--- src/rtl/ddram_port_sched.sv ---
// Per-requestor DDR3 port scheduler: posts core writes into a small FIFO and
// lets hazard-free burst reads overtake them, one downstream transaction at a time.
module ddram_port_sched #(
  parameter int DEPTH    = 8,
  parameter int WR_HIWAT = 6
) (
  input  logic        clk,
  input  logic        reset_n,
  input  logic        flush,
  input  logic [28:0] cpu_wr_addr,
  input  logic [63:0] cpu_wr_data,
  input  logic [7:0]  cpu_wr_be,
  input  logic        cpu_wr_req,
  output logic        cpu_wr_ready,
  input  logic [28:0] cpu_rd_addr,
  input  logic [7:0]  cpu_rd_burstcnt,
  input  logic        cpu_rd_req,
  output logic        cpu_rd_ack,
  output logic [63:0] cpu_rd_data,
  output logic        cpu_rd_data_valid,
  output logic [28:0] dc_rd_addr,
  output logic [7:0]  dc_rd_burstcnt,
  output logic        dc_rd_req,
  input  logic        dc_rd_ack,
  input  logic [63:0] dc_rd_data,
  input  logic        dc_rd_data_valid,
  output logic [28:0] dc_wr_addr,
  output logic [63:0] dc_wr_data,
  output logic [7:0]  dc_wr_be,
  output logic [7:0]  dc_wr_burstcnt,
  output logic        dc_wr_req,
  input  logic        dc_wr_ack,
  input  logic        dc_wr_busy,
  output logic [5:0]  wr_pending,
  output logic        idle
);

  localparam int           PTR_W   = $clog2(DEPTH);
  localparam logic [5:0]   DEPTH_C = 6'(DEPTH);
  localparam logic [5:0]   HIWAT_C = 6'(WR_HIWAT);

  typedef enum logic [1:0] {S_IDLE, S_WR, S_RD_REQ, S_RD_DATA} state_e;

  state_e             state_q, state_d;
  logic [PTR_W-1:0]   head_q, tail_q;
  logic [5:0]         count_q, count_d;
  logic [28:0]        addr_q, addr_d;
  logic [63:0]        data_q, data_d;
  logic [7:0]         be_q, be_d;
  logic [7:0]         burst_q, burst_d;
  logic [7:0]         remain_q, remain_d;
  logic               rd_squash_q, rd_squash_d;
  logic               wr_squash_q, wr_squash_d;
  logic               push, pop, hazard, rd_busy;
  logic [PTR_W-1:0]   slot_off;
  logic [28:0]        diff;
  logic               unused_busy;

  logic [28:0] addr_mem [DEPTH];
  logic [63:0] data_mem [DEPTH];
  logic [7:0]  be_mem   [DEPTH];

  assign unused_busy  = dc_wr_busy;
  assign cpu_wr_ready = (count_q < DEPTH_C) && !flush;
  assign push         = cpu_wr_req && cpu_wr_ready;
  assign rd_busy      = (state_q == S_RD_REQ) || (state_q == S_RD_DATA);

  // NOTE: queue storage has no reset; head/tail/count alone define which entries are valid.
  always_ff @(posedge clk) begin
    if (push) begin
      addr_mem[tail_q] <= cpu_wr_addr;
      data_mem[tail_q] <= cpu_wr_data;
      be_mem[tail_q]   <= cpu_wr_be;
    end
  end

  // Read-after-write hazard: any valid entry inside [rd_addr, rd_addr+burstcnt) mod 2^29.
  always_comb begin
    hazard   = 1'b0;
    slot_off = '0;
    diff     = '0;
    for (int i = 0; i < DEPTH; i++) begin
      slot_off = PTR_W'(i) - head_q;
      diff     = addr_mem[i] - cpu_rd_addr;
      if ((6'(slot_off) < count_q) && (diff < {21'd0, cpu_rd_burstcnt}))
        hazard = 1'b1;
    end
  end

  always_comb begin
    count_d = count_q;
    if (push && !pop)      count_d = count_q + 6'd1;
    else if (pop && !push) count_d = count_q - 6'd1;
  end

  // NOTE: every output of this block gets a default first so no path infers a latch.
  always_comb begin
    state_d     = state_q;
    addr_d      = addr_q;
    data_d      = data_q;
    be_d        = be_q;
    burst_d     = burst_q;
    remain_d    = remain_q;
    rd_squash_d = rd_squash_q;
    wr_squash_d = wr_squash_q;
    pop         = 1'b0;

    unique case (state_q)
      S_IDLE: begin
        wr_squash_d = 1'b0;
        if (!flush && (count_q >= HIWAT_C)) begin
          state_d  = S_WR;
          addr_d   = addr_mem[head_q];
          data_d   = data_mem[head_q];
          be_d     = be_mem[head_q];
          burst_d  = 8'd1;
          remain_d = 8'd1;
        end else if (cpu_rd_req && (flush || !hazard)) begin
          state_d  = S_RD_REQ;
          addr_d   = cpu_rd_addr;
          burst_d  = cpu_rd_burstcnt;
          remain_d = cpu_rd_burstcnt;
        end else if (!flush && (count_q != 6'd0)) begin
          state_d  = S_WR;
          addr_d   = addr_mem[head_q];
          data_d   = data_mem[head_q];
          be_d     = be_mem[head_q];
          burst_d  = 8'd1;
          remain_d = 8'd1;
        end
      end
      S_WR: begin
        if (flush) wr_squash_d = 1'b1;
        if (dc_wr_ack) begin
          pop         = !wr_squash_q && !flush;
          wr_squash_d = 1'b0;
          state_d     = S_IDLE;
        end
      end
      S_RD_REQ: begin
        if (dc_rd_ack) begin
          if (remain_q == 8'd0) begin
            state_d = S_IDLE;
          end else if (dc_rd_data_valid) begin
            remain_d = remain_q - 8'd1;
            state_d  = (remain_q == 8'd1) ? S_IDLE : S_RD_DATA;
          end else begin
            state_d = S_RD_DATA;
          end
        end
      end
      S_RD_DATA: begin
        if (dc_rd_data_valid) begin
          remain_d = remain_q - 8'd1;
          if (remain_q <= 8'd1) state_d = S_IDLE;
        end
      end
      default: state_d = S_IDLE;
    endcase

    // A flushed read still runs to completion, but silently.
    if (flush && rd_busy) rd_squash_d = 1'b1;
    if (state_d == S_IDLE) rd_squash_d = 1'b0;
  end

  always_ff @(posedge clk or negedge reset_n) begin
    if (!reset_n) begin
      head_q  <= '0;
      tail_q  <= '0;
      count_q <= '0;
    end else if (flush) begin
      head_q  <= '0;
      tail_q  <= '0;
      count_q <= '0;
    end else begin
      if (push) tail_q <= tail_q + 1'b1;
      if (pop)  head_q <= head_q + 1'b1;
      count_q <= count_d;
    end
  end

  always_ff @(posedge clk or negedge reset_n) begin
    if (!reset_n) begin
      state_q     <= S_IDLE;
      addr_q      <= '0;
      data_q      <= '0;
      be_q        <= '0;
      burst_q     <= '0;
      remain_q    <= '0;
      rd_squash_q <= 1'b0;
      wr_squash_q <= 1'b0;
    end else begin
      state_q     <= state_d;
      addr_q      <= addr_d;
      data_q      <= data_d;
      be_q        <= be_d;
      burst_q     <= burst_d;
      remain_q    <= remain_d;
      rd_squash_q <= rd_squash_d;
      wr_squash_q <= wr_squash_d;
    end
  end

  assign dc_wr_req         = (state_q == S_WR);
  assign dc_rd_req         = (state_q == S_RD_REQ);
  assign dc_wr_addr        = addr_q;
  assign dc_rd_addr        = addr_q;
  assign dc_wr_data        = data_q;
  assign dc_wr_be          = be_q;
  assign dc_wr_burstcnt    = 8'd1;
  assign dc_rd_burstcnt    = burst_q;
  assign cpu_rd_ack        = dc_rd_ack && (state_q == S_RD_REQ) && !rd_squash_q;
  assign cpu_rd_data_valid = dc_rd_data_valid && rd_busy && !rd_squash_q;
  assign cpu_rd_data       = dc_rd_data;
  assign wr_pending        = count_q;
  assign idle              = (state_q == S_IDLE) && (count_q == 6'd0);

endmodule

--- config.mk ---
export PLATFORM = sky130hd
export DESIGN_NAME = ddram_port_sched
export DESIGN_NICKNAME = d
export VERILOG_FILES = /design/src/rtl/ddram_port_sched.sv
export SDC_FILE = /design/constraint.sdc
export NUM_CORES = 2
export LEC_CHECK = 0
export ABC_AREA = 0
export BUFFER_PORTS_ARGS = -buffer_cell sky130_fd_sc_hd__buf_4
export CORE_ASPECT_RATIO = 1.25
export CORE_MARGIN = 2
export CORE_UTILIZATION = 35
export CTS_CLUSTER_DIAMETER = 50
export DETAILED_ROUTE_END_ITERATION = 7
export GPL_TIMING_DRIVEN = 0
export PLACE_DENSITY_LB_ADDON = 0.1
export SYNTH_ARGS = -nofsm -noshare
export SYNTH_HDL_FRONTEND = slang
export SYNTH_SLANG_ARGS = --single-unit
--- constraint.sdc ---
create_clock -name clk -period 35.6 [get_ports clk]
set_clock_uncertainty 0.15 [all_clocks]
set_input_delay 1.78 -clock clk [delete_from_list [all_inputs] [get_ports clk]]
set_output_delay 1.78 -clock clk [all_outputs]
set_load 0.01 [all_outputs]
==> flow_summary.ini <==
[cts]
post_cts_buffers = 0
cts_root_buf = clkbuf_16
clk_pin_slew_ns = 0.06
clock_sinks = 941
cts_max_level = 3
postCtsHoldBufs = 0
clkLatencyLatePin_ns = 0.76
cts_resized = 0
cts-buffers-inserted = 114
cts_tree = yes
cts_buffer_depth = 3

[critical_path]
end_kind = flop
ff2ff_path_depth = 20
regToRegEndpoint = dc_rd_addr[28]
reg2reg_slack_ns = 26.66
cp_max_fo = 12
worst_ep_required_time_ns = 36.06
critPathKind = in2reg
cp.arrival_ns = 10.05
crit_path_start_kind = input pin
timing.rr.start = head_q[1]

[synthesis]
yosysWarningCount = 0
yosysTopAreaCellShare_pct = 46.6
ys_ff_latch = 941
synth_ff_type = edfxtp_1
synth_top_area_cell = edfxtp_1
synth_commonest_cells = edfxtp_1 (808), nand2_1 (565), ha_1 (301)
synth-edff-count = 808
yosysMostFrequentCell = edfxtp_1
yosysUniqueCellTypes = 91
synth_area_leaders = edfxtp_1 (47%), mux4_2 (8.7%), ha_1 (7.2%)
synth_seq_area_share_pct = 53.0
syn_area_per_cell_um2 = 12.5
async_flop_share_pct = 14.1
synth_cells = 4154
syn_area_mm2 = 0.0520

[place]
place_inst = 6528
dp_worst_setup_slack_ns = 25.24
hpwlAfterDp_um = 142000
port_buffers = 357
gp_congestion = 0.926

[floorplanning]
core.rowCount = 158
core_area_mm2 = 0.148
die_y_um = 435
die_w_um = 349
die_area_mm2 = 0.152
ioPinCount = 433
start_util_pct = 35.1

[timing]
worst_pin_slew_ns = 1.35
final.setup.tns_ns = 0
worst_slack_ns = 26.02
period_needed_ns = 9.58
setup_viol = 0
rsz0062_at_grt = false
min_period_over_period_pct = 26.9
slew_headroom_pct = 9.89
max_freq_mhz = 104
drv_slew = 0
hold_violations = 0
hold_slack_ns = 0.355

[worst_hold_path]
hold_depth = 1
hold_path_class = reg2reg
hold_path_startpoint = dc_wr_be[6]
hold-path-endpoint = dc_wr_be[6]

[drt]
wirelength_um = 182000
ant_nets = 0
first_iter_violations = 2192
vias = 36906
wire_per_inst_um = 27.0
drt-pass1-iter-count = 6
via_per_inst = 5.47
drc = 0

[global_route]
grt_max_degree = 73
grtUsageTotal_pct = 23.6
grt_antenna_before_repair = 10
grt_pass1_wl_um = 262000
grt_pass1_vias = 38150
grt_overflow = 0

[status]
outcome = completed

[final_layout]
final_nets = 5245
fillCellCount = 13899
areaGrowthSynthToFinish_pct = 19.8
final_cell_count_no_fill = 6748
drive_gt1_share_pct = 22.5

[pwr]
p_per_area_mw_per_mm2 = 57.4
ir_worst_vdd_mv = 0.0424
p_leak_nw = 23.8

[job]
drv_cap = 0
## through the flow
| stage | power, W | utilization (%) | cell area, um^2 |
|---|---|---|---|
| global placement | 0.00241 | 38.6 | 57100 |
| global route | 0.00373 | 42.1 | 62300 |
| floorplan | 0.00198 | - | 52100 |
| detailed placement | 0.00240 | 39.4 | 58400 |
| CTS | 0.00362 | 42.1 | 62300 |
| finish | 0.00358 | 42.1 | 62300 |
## worst max-delay path: stages
cell       delay [ns]
buf_4            0.17
inv_1            0.52
ha_1             0.34
nor2b_1          0.14
o2111ai_1        0.41
a21o_1           0.21
nand2_1          0.06
xor2_1           0.15
ha_1             0.31
a221o_1          0.52
a221oi_1         0.81
o2111ai_1        0.24
or4_1            0.49
a2111oi_2        0.36
nand4b_1         0.18
or4b_1           0.64
nor4_2           0.78
a211oi_2         0.36
a21oi_4          0.48
buf_8            0.25
mux2i_1          0.67
o21ai_1          0.10
## sequential cells by signal (all words and copies together) (netlist names)
register and cells:
be_mem 64, addr_mem 232, dc_wr_be 8, head_q 3
dc_rd_burstcnt 8, tail_q 3, dc_wr_data 64, data_mem 512
remain_q 8, dc_rd_addr 29, wr_pending 6, state_q 2
rd_squash_q 1, wr_squash_q 1
## how the worst max path moves through the flow
stage | from | end | slack, ns | cells after the start
after CTS | cpu_rd_addr[1] | dc_rd_addr[28] | 26.05 | 22
after detailed placement | cpu_rd_addr[1] | dc_rd_addr[28] | 25.24 | 22
after global placement | wr_pending[4] | data_mem[0][31] | 9.81 | 6
final | cpu_rd_addr[1] | dc_rd_addr[28] | 26.02 | 22
after floorplan | flush | addr_mem[0][0] | 22.72 | 4
after global routing | cpu_rd_addr[1] | dc_rd_addr[28] | 25.94 | 22
## cell usage in the layout, fill, tap and decap left out, types with 85 or more instances in the layout
cell type / Yosys / final
clkbuf_16: 0 / 114
dfrtp_1: 133 / 133
ha_1: 301 / 301
clkbuf_1: 133 / 152
xnor2_1: 86 / 86
a21oi_1: 271 / 271
edfxtp_1: 808 / 808
mux4_2: 202 / 202
inv_1: 105 / 105
nand2_1: 565 / 565
nor2_1: 170 / 167
buf_4: 103 / 481
o21ai_0: 142 / 142
a21o_1: 85 / 85
## final cells by class
| cell class | count | area [um^2] | share of cell area [%] |
|---|---|---|---|
| Multi-Input combinational cell | 2831 | 22600 | 36.2 |
| Antenna cell | 3 | 7.51 | 0.0120 |
| Buffer | 282 | 1550 | 2.49 |
| Clock buffer | 144 | 3070 | 4.92 |
| Inverter | 106 | 398 | 0.638 |
| Tap cell | 1920 | 2400 | 3.85 |
| Timing Repair Buffer | 448 | 3820 | 6.13 |
| Clock inverter | 73 | 896 | 1.44 |
| Sequential cell | 941 | 27600 | 44.3 |
## power breakdown
| part | internal [W] | switching, W |
|---|---|---|
| combinational | 0.000457 | 0.000542 |
| sequential | 0.00130 | 0.0000721 |
| clock | 0.000697 | 0.000505 |
| total | 0.00246 | 0.00112 |
## kinds of logic (layout without fill, tap and decap cells)
kind of cell / count (synthesis) / in the layout / synth area share [%]
DFF: 941 / 941 / 53.0
buffers and inverters: 388 / 1053 / 3.74
other: 2 / 11 / 0.0144
AOI/OAI and AO/OA: 906 / 906 / 11.4
xor gates and xnor gates: 144 / 144 / 2.42
adders and majority gates: 310 / 310 / 7.58
and+or+nand+nor: 1131 / 1131 / 9.94
muxes: 332 / 332 / 11.9
## metal layers
metal / wire, um / vias up / global-route usage [%]
met1: 69700 / 18669 / 27.0
met3: 7330 / 298 / 3.07
met5: 48 / - / 0
met4: 9750 / 8 / 11.9
li1: - / 17038 / -
met2: 95200 / 893 / 43.0
Note: power is estimated with default switching activity, not from simulation.
